===== src/rtl/riscv_pkg.sv =====
// Shared RV32M multiply/divide types and constants.
package riscv_pkg;

    localparam int unsigned XLEN = 32;
    localparam int unsigned CNTW = 5;

    // Operation select, encoded exactly as Funct3
    typedef enum logic [2:0] {
        OP_MUL    = 3'b000,
        OP_MULH   = 3'b001,
        OP_MULHSU = 3'b010,
        OP_MULHU  = 3'b011,
        OP_DIV    = 3'b100,
        OP_DIVU   = 3'b101,
        OP_REM    = 3'b110,
        OP_REMU   = 3'b111
    } muldiv_op_e;

    typedef enum logic [1:0] {
        IDLE = 2'd0,
        CALC = 2'd1,
        FIX  = 2'd2,
        DONE = 2'd3
    } muldiv_state_e;

    localparam logic [XLEN-1:0] DIV0_QUOT = {XLEN{1'b1}};
    localparam logic [XLEN-1:0] OVF_QUOT  = {1'b1, {(XLEN-1){1'b0}}};
    localparam logic [XLEN-1:0] INT_MIN   = {1'b1, {(XLEN-1){1'b0}}};
    localparam logic [XLEN-1:0] MINUS_ONE = {XLEN{1'b1}};
    localparam logic [CNTW-1:0] CNT_LAST  = {CNTW{1'b1}};

    // Magnitude of a value that may be a negative two's-complement number
    function automatic logic [XLEN-1:0] mag(input logic [XLEN-1:0] v, input logic neg);
        return neg ? ((~v) + XLEN'(1)) : v;
    endfunction

endpackage


===== src/rtl/muldiv_unit.sv =====
// Iterative RV32M multiply/divide unit: radix-2 shift-add multiply,
// restoring shift-subtract divide, one shared 64-bit working register.
module muldiv_unit
    import riscv_pkg::*;
(
    input  logic            clk,
    input  logic            rst_n,
    input  logic            Start,
    input  logic [2:0]      Funct3,
    input  logic [XLEN-1:0] SrcA,
    input  logic [XLEN-1:0] SrcB,
    output logic            Busy,
    output logic            Done,
    output logic [XLEN-1:0] Result
);

    muldiv_state_e     state;
    muldiv_op_e        op_q;
    logic              res_neg;
    logic [XLEN-1:0]   opnd_q;     // multiplicand for MUL*, divisor for DIV*
    logic [2*XLEN-1:0] work_q;     // {hi, lo} product or {rem, quot}
    logic [CNTW-1:0]   cnt_q;

    logic              a_signed, b_signed, a_neg, b_neg;
    logic [XLEN-1:0]   a_mag, b_mag;
    logic              div_zero, div_ovf, start_neg;

    logic [XLEN:0]     mul_sum;
    logic [2*XLEN-1:0] mul_next;
    logic [XLEN:0]     rem_sh, diff;
    logic [2*XLEN-1:0] div_next;

    logic [2*XLEN-1:0] prod;
    logic [XLEN-1:0]   quot, rem, fix_val;

    // Launch-time operand decode: signedness, magnitudes, special cases
    always_comb begin
        a_signed  = (Funct3 != OP_MULHU) && (Funct3 != OP_DIVU) && (Funct3 != OP_REMU);
        b_signed  = (Funct3 == OP_MUL) || (Funct3 == OP_MULH) ||
                    (Funct3 == OP_DIV) || (Funct3 == OP_REM);
        a_neg     = a_signed & SrcA[XLEN-1];
        b_neg     = b_signed & SrcB[XLEN-1];
        a_mag     = mag(SrcA, a_neg);
        b_mag     = mag(SrcB, b_neg);
        div_zero  = Funct3[2] && (SrcB == '0);
        div_ovf   = ((Funct3 == OP_DIV) || (Funct3 == OP_REM)) &&
                    (SrcA == INT_MIN) && (SrcB == MINUS_ONE);
        // REM takes the dividend sign; everything else the product/quotient sign
        start_neg = (Funct3 == OP_REM) ? a_neg : (a_neg ^ b_neg);
    end

    // One iteration of multiply and of divide on the working register
    always_comb begin
        mul_sum  = {1'b0, work_q[2*XLEN-1:XLEN]} + {1'b0, opnd_q};
        mul_next = work_q[0] ? {mul_sum, work_q[XLEN-1:1]}
                             : {1'b0, work_q[2*XLEN-1:1]};
        rem_sh   = {work_q[2*XLEN-1:XLEN], work_q[XLEN-1]};
        diff     = rem_sh - {1'b0, opnd_q};
        div_next = diff[XLEN] ? {rem_sh[XLEN-1:0], work_q[XLEN-2:0], 1'b0}
                              : {diff[XLEN-1:0],   work_q[XLEN-2:0], 1'b1};
    end

    // Sign fix-up and output word selection
    always_comb begin
        prod = res_neg ? ((~work_q) + (2*XLEN)'(1)) : work_q;
        quot = mag(work_q[XLEN-1:0], res_neg);
        rem  = mag(work_q[2*XLEN-1:XLEN], res_neg);
        unique case (op_q)
            OP_MUL:                      fix_val = prod[XLEN-1:0];
            OP_MULH, OP_MULHSU, OP_MULHU: fix_val = prod[2*XLEN-1:XLEN];
            OP_DIV, OP_DIVU:             fix_val = quot;
            default:                     fix_val = rem;
        endcase
    end

    // Control FSM with registered outputs and datapath state
    always_ff @(posedge clk or negedge rst_n) begin
        if (!rst_n) begin
            state   <= IDLE;
            op_q    <= OP_MUL;
            res_neg <= 1'b0;
            opnd_q  <= '0;
            work_q  <= '0;
            cnt_q   <= '0;
            Busy    <= 1'b0;
            Done    <= 1'b0;
            Result  <= '0;
        end else begin
            unique case (state)
                IDLE: begin
                    Done <= 1'b0;
                    if (Start) begin
                        op_q  <= muldiv_op_e'(Funct3);
                        cnt_q <= '0;
                        Busy  <= 1'b1;
                        if (div_zero) begin
                            work_q  <= {SrcA, DIV0_QUOT};
                            res_neg <= 1'b0;
                            state   <= FIX;
                        end else if (div_ovf) begin
                            work_q  <= {{XLEN{1'b0}}, OVF_QUOT};
                            res_neg <= 1'b0;
                            state   <= FIX;
                        end else begin
                            work_q  <= {{XLEN{1'b0}}, Funct3[2] ? a_mag : b_mag};
                            opnd_q  <= Funct3[2] ? b_mag : a_mag;
                            res_neg <= start_neg;
                            state   <= CALC;
                        end
                    end
                end
                CALC: begin
                    work_q <= op_q[2] ? div_next : mul_next;
                    cnt_q  <= cnt_q + CNTW'(1);
                    if (cnt_q == CNT_LAST) begin
                        state <= FIX;
                    end
                end
                FIX: begin
                    Result <= fix_val;
                    Busy   <= 1'b0;
                    Done   <= 1'b1;
                    state  <= DONE;
                end
                DONE: begin
                    Done  <= 1'b0;
                    state <= IDLE;
                end
                default: state <= IDLE;
            endcase
        end
    end

endmodule


===== config.mk =====
export PLATFORM = sky130hd
export DESIGN_NAME = muldiv_unit
export DESIGN_NICKNAME = d
export VERILOG_FILES = /design/src/rtl/riscv_pkg.sv /design/src/rtl/muldiv_unit.sv
export SDC_FILE = /design/constraint.sdc
export NUM_CORES = 1
export LEC_CHECK = 0
export BUFFER_PORTS_ARGS = -buffer_cell sky130_fd_sc_hd__buf_4
export CORE_MARGIN = 2
export CORE_UTILIZATION = 35
export DETAILED_ROUTE_END_ITERATION = 6
export PLACE_DENSITY = 0.53
export RECOVER_POWER = 100
export SLEW_MARGIN = 20
export SYNTH_ARGS = -nofsm -noshare
export SYNTH_HDL_FRONTEND = slang
export SYNTH_SLANG_ARGS = --single-unit

===== constraint.sdc =====
create_clock -name clk -period 4.3 [get_ports clk]
set_input_delay 0.645 -clock clk [delete_from_list [all_inputs] [get_ports clk]]
set_output_delay 0.645 -clock clk [all_outputs]
set_load 0.02 [all_outputs]

[After elaboration in Yosys (flattened, before gate mapping)]
Cells that the tools add are included.
Storage, ports and cells
  flip-flop bits (word level): 141
  bits in latches: 0
  RAM bits: 0
  ROM bits: 0
  input port bits: 70
  output and inout port bits: 34
  word-level logic and storage cells: 98
  memories kept: 0
Operators by class
  $add $sub $neg: 8
  multiply operators: 0
  div/mod/pow operators: 0
  $lt $le $gt $ge: 0
  eq/ne operators: 19
  shifts and indexed selects: 0
  muxes and demuxes: 28
  bitwise logic cells: 10
  reduce and logical (&&, ||, !) cells: 24
Operators by type and width (count)
  $mux W64: 6
  $mux W32: 7
  $add A32 B1 Y32 const B: 4
  $not A32 Y32: 4
  $pmux W64 S2: 1
  $pmux W32 S3: 1
  $add A64 B1 Y64 const B: 1
  $eq A32 B32 Y1 const B: 2
  $not A64 Y64: 1
  $add A32 B32 Y33: 1
  $sub A33 B32 Y33: 1
  $logic_not A32 Y1: 1
  $eq A3 B3 Y1 const B: 4
  $pmux W5 S2: 1
  $mux W2: 4
  $pmux W2 S4: 1
  $reduce_and A2 Y1: 4
  $eq A3 B1 Y1 const B: 2
  $eq A3 B2 Y1 const B: 2
  $logic_not A3 Y1: 2
  $ne A3 B3 Y1 const B: 2
  $reduce_bool A2 Y1: 3
  $add A5 B1 Y5 const B: 1
  $eq A5 B5 Y1 const B: 1
  16 further kinds: 32

[Longest topological paths before layout]
  word-level depth: 11
  mapped depth: 15
  depth with buffers taken out: 13

[Worst setup path after synthesis]
No wires, ideal clock.
  path kind: input port to flip-flop
  from: input SrcB[13]
  to: register work_q[60]
  library setup time: 0.101 ns
  arrival: 3.275 ns
  required time: 4.199 ns
  path slack: 0.924 ns
  cell stages on the path: 12
  buffers on the path: 2
  cells stage by stage: or4_4 > or3_4 > nor4_4 > nand2_2 > or4_4 > buf_6 > nor2_8 > buf_6 > nand2_1 > nand2_1 > o21ai_1 > o32ai_1
On the way
  cells in the longest elaborated chain, start to end: 5
RTL lines
  start, declared: RTL line muldiv_unit.sv:11  | input logic [XLEN-1:0] SrcB,
  $logic_not A32 Y1: RTL line muldiv_unit.sv:45  | div_zero = Funct3[2] && (SrcB == '0);
  $logic_and A1 B1 Y1: RTL line muldiv_unit.sv:45
  $mux W64: RTL line muldiv_unit.sv:96  | if (div_zero) begin
  $mux W64: RTL line muldiv_unit.sv:92  | if (Start) begin
  $pmux W64 S2: RTL line muldiv_unit.sv:89  | unique case (state)
  end signal, assigned: RTL line muldiv_unit.sv:97  | work_q <= {SrcA, DIV0_QUOT};
  end signal, assigned: RTL line muldiv_unit.sv:101  | work_q <= {{XLEN{1'b0}}, OVF_QUOT};
  end signal, assigned: RTL line muldiv_unit.sv:105  | work_q <= {{XLEN{1'b0}}, Funct3[2] ? a_mag : b_mag};
  end, declared: RTL line muldiv_unit.sv:21  | logic [2*XLEN-1:0] work_q;
No other way between the ends. The select of a mux whose other input is x is not followed.
A chain may end at the register's enable or synchronous reset.

[Worst setup path in the final report]
  from: register work_q[38]
  to: register Result[21]
On the way
  cells in the longest elaborated chain, start to end: 4
  elaborated cells between the ends (all ways): 7
  classes of those cells: add/sub: 2; mux: 3; bitwise: 2
RTL lines
  $not A64 Y64 or $not A32 Y32 (tied branches): RTL line muldiv_unit.sv:65, riscv_pkg.sv:34
  $add A64 B1 Y64 or $add A32 B1 Y32 (tied branches): RTL line muldiv_unit.sv:65, riscv_pkg.sv:34
  $mux W64 or $mux W32 (tied branches): RTL line muldiv_unit.sv:65, riscv_pkg.sv:34
  $pmux W32 S3 *: RTL line muldiv_unit.sv:68  | unique case (op_q)
  end signal, assigned: RTL line muldiv_unit.sv:120  | Result <= fix_val;
  end, declared: RTL line muldiv_unit.sv:14  | output logic [XLEN-1:0] Result
Mark *: on every way between the ends. The rest lies on a longest branch, timed or not.

==> Implementation_results.wiki <==
{| class="wikitable"
! Metric !! Value
|-
| HPWL Detailed || 47150 um
|-
| Cell Count Post-Placement || around 2600
|-
| Non-filler cells, final || 2597
|-
| Maximum clock insertion buffer count || 2
|-
| Most common cell after layout, fill and taps aside || sky130_fd_sc_hd__nand2_1
|-
| Final setup violation count || 0
|-
| Net count, final || roughly 2200
|-
| Multi-input gate area in the final layout || around 11000 um^2
|-
| Worst slew pin tran || approximately 2.8 ns
|-
| Kind of critical path || reg -> reg
|-
| Effective utilization at floorplan || 35.60%
|-
| WL per Instance || about 23 um
|-
| Final GP Congestion || around 1
|-
| Antenna violations before repair || 0
|-
| Diode count || 0
|-
| Port Buf Inserts || just over 100
|-
| Number of synthesized flops with an enable pin || 0
|-
| Power density over cell area || 968.9 nW/um^2
|-
| Static Leakage || 7.104 nW
|-
| Global-route congestion overflow total || 0
|-
| TritonCTS Buffers || 17
|-
| Antenna violation net count after detailed routing || 0
|-
| Via count of the first global-routing pass || between 10000 and 15000
|-
| Std-Cell Core Area || approximately 42000 um^2
|-
| Gr usage total || 27.01%
|-
| Peak clock frequency supported by timing || 0.2524 GHz
|-
| Minimum clock period after layout || 3.961 ns
|-
| Buffers inserted by post-CTS timing repair || 0
|-
| Crit share post-route || between 90% and 100%
|-
| Violated checks || max-capacitance violations, max-slew violations
|-
| Crit path required time || ~4.6 ns
|-
| Worst slew margin relative to its limit || -87.73%
|-
| Routed Wire Length || between 60000 and 70000 um
|-
| Outcome || complete, but fails checks
|-
| Share of the yosys chip area belonging to registers || between 20% and 30%
|-
| Most used cells in the layout excluding fill and tap cells || sky130_fd_sc_hd__nand2_1 (224), sky130_fd_sc_hd__a21oi_1 (207), sky130_fd_sc_hd__o21ai_0 (174)
|-
| Die Height || 210.8 um
|-
| Accumulated negative setup slack || 0 ns
|-
| Number of instances in the synthesized netlist || 1997
|-
| CTS tree || built
|-
| Number of different library cells in the post-synthesis netlist || 79
|-
| Final Hold Fails || 0
|-
| Fill count || 4460
|-
| Worst min-delay path category || in -> async
|-
| Number of DRC violations after detailed-routing iteration 0 || about 1300
|-
| Fin. max-slew vios || 141
|-
| Via count || 15530
|-
| Maximum fanout along the worst path || 10
|-
| Clock transition at path regs || 0.06 ns
|-
| Post-synth net total || about 2100
|-
| Area of the die || about 44000 um^2
|-
| Maximum number of pins on one net before global-route repair || 74
|-
| Ports placed on the boundary || about 100
|-
| Reported max-cap violation count || 5
|-
| Yosys warning count || 0
|-
| Area added between synthesis and finish || 12.19%
|-
| CP Launch Type || flop
|-
| Post-Syn Area per Cell || approximately 7.5 um^2
|-
| Most used DFF post-synth || sky130_fd_sc_hd__dfrtp_1
|-
| Layout cell share with drive strength beyond 1 || 9.572%
|-
| Root buf cell || sky130_fd_sc_hd__clkbuf_16
|-
| Clock insertion delay at the later pin of the skew report || around 0.47 ns
|-
| Number of sinks driven by the clock tree || around 140
|-
| Syn Std Cell Area || 14970 um^2
|-
| Crit. End Element || flop
|-
| Count of H-tree levels built during CTS || 4
|-
| Post-cts repair resize count || 0
|-
| Avg Vias per Cell || 5.978
|-
| Area of all sequential standard cells || between 3000 and 4000 um^2
|-
| RSZ-0062 raised after global routing || no
|-
| Die width || approximately 210 um
|-
| Number of placement rows || 75
|-
| Wire length of the first global-routing pass || 90320 um
|-
| Worst-case clock skew || 0.01213 ns
|-
| Number of remaining DRC errors || 0
|-
| Pre-antenna DRT Iters || 7
|-
| # hold bufs at CTS || 0
|-
| Data arrival at the endpoint of the critical path || ~4.3 ns
|-
| FF+latch count, synth || 141
|-
| Maximum ir drop on the vdd rail || between 400 and 500 uV
|-
| Proportion of register bits with asynchronous set or reset after synthesis || between 90% and 100%
|}
[sequential cells by signal, summed over array words and instances, names as in the netlist]
signal / count
Busy: 1
state: 2
cnt_q: 5
Result: 32
opnd_q: 32
work_q: 64
Done: 1
op_q: 3
res_neg: 1
[worst max-delay path: stages (launching register included)]
cell and delay (ns):
sky130_fd_sc_hd__dfrtp_1 0.38, sky130_fd_sc_hd__clkbuf_1 0.33, sky130_fd_sc_hd__or3_1 0.60, sky130_fd_sc_hd__or3_1 0.52, sky130_fd_sc_hd__or3_1 0.46, sky130_fd_sc_hd__or2_0 0.43
sky130_fd_sc_hd__or3_1 0.43, sky130_fd_sc_hd__o21ai_2 0.13, sky130_fd_sc_hd__xnor2_1 0.08, sky130_fd_sc_hd__a222oi_1 0.35, sky130_fd_sc_hd__a21oi_1 0.11
[synthesized netlist by cell type (all sizes together) (7+ instances only)]
cell type | number | area, um^2
buf | 24 | 127.6
nand2b | 19 | 118.9
o211ai | 25 | 187.7
a21o | 50 | 375.4
mux2i | 67 | 670.6
inv | 68 | 255.2
mux2 | 11 | 123.9
a221oi | 13 | 113.9
a31oi | 26 | 162.7
or3 | 30 | 202.7
ha | 75 | 938.4
o22ai | 19 | 118.9
a211oi | 26 | 195.2
clkbuf | 122 | 459.2
nand4 | 23 | 143.9
nor2b | 14 | 87.58
nor4 | 13 | 102.6
o31a | 7 | 61.31
o21ai | 179 | 899.6
or2 | 11 | 68.82
or4 | 16 | 127.6
a221o | 10 | 100.1
and3 | 10 | 62.56
o41ai | 15 | 138.9
nor3 | 40 | 205.2
dfrtp | 141 | 3528
o21bai | 7 | 52.55
nand3b | 8 | 72.57
nand3 | 27 | 135.1
a22o | 8 | 70.07
o21a | 12 | 90.09
nor2 | 165 | 635.6
nand2 | 225 | 847.1
and2 | 9 | 56.30
o31ai | 28 | 210.2
a21oi | 207 | 1036
xnor2 | 103 | 902.1
xor2 | 74 | 648.1
o221ai | 12 | 105.1
[area by class of cell]
class | instances | area share (%)
Multi-Input combinational cell | 1640 | 63.03
Timing Repair Buffer | 175 | 6.923
Inverter | 70 | 1.565
Clock buffer | 21 | 2.802
Sequential cell | 141 | 21.03
Clock inverter | 11 | 0.6334
Tap cell | 539 | 4.017
[power breakdown]
part / total, mW / switching (mW) / internal [mW]
Clock: 1.51 / 0.663 / 0.846
Sequential: 2.98 / 1.00 / 1.97
Combinational: 11.8 / 7.25 / 4.53
[path summary, 6_finish.rpt]
kind / start / to / slack, ns / depth (start not counted)
min in group clk: Funct3[0] / op_q[0] / 0.45 / 2
max in group asynchronous: rst_n / Result[13] / 2.07 / 2
setup reg to reg: work_q[38] / Result[21] / 0.34 / 10
hold reg to reg: Result[20] / Result[20] / 0.48 / 1
setup / recovery: work_q[38] / Result[21] / 0.34 / 10
hold / removal: rst_n / opnd_q[11] / 0.17 / 1
[metal layers]
layer | vias up | share of wire, % | track usage, % | wire length [um]
li1 | 7365 | - | - | -
met1 | 7486 | 46 | 37.71 | 27570
met2 | 598 | 44 | 41.75 | 26480
met3 | 77 | 6.0 | 3.063 | 3634
met4 | 0 | 4.3 | 12.55 | 2612
met5 | - | 0 | 0 | 0
[cell families after synthesis]
kind of cell | after synthesis | share of synthesized area (%)
flops | 141 | 23.58
buf+inv | 216 | 5.677
simple gates | 617 | 19.56
xor+xnor | 177 | 10.36
compound gates | 691 | 28.99
fa+ha+maj | 77 | 6.538
mux | 78 | 5.309
[through the flow]
stage | util (%) | setup slack [ns] | hold slack, ns | power, mW | area, um^2
2_1_floorplan | - | 0.9239 | 0.3494 | 10.83 | 14970
3_3_place_gp | 39.01 | 0.5532 | 0.4677 | 14.55 | 16400
3_5_place_dp | 39.01 | 0.5108 | 0.4713 | 14.61 | 16400
4_1_cts | 40.39 | 0.6218 | 0.2069 | 16.19 | 16980
5_1_grt | 39.94 | 0.1739 | 0.2351 | 17.43 | 16790
6_report | 39.94 | 0.3388 | 0.1735 | 16.27 | 16790
Note: power is estimated with default switching activity, not from simulation.
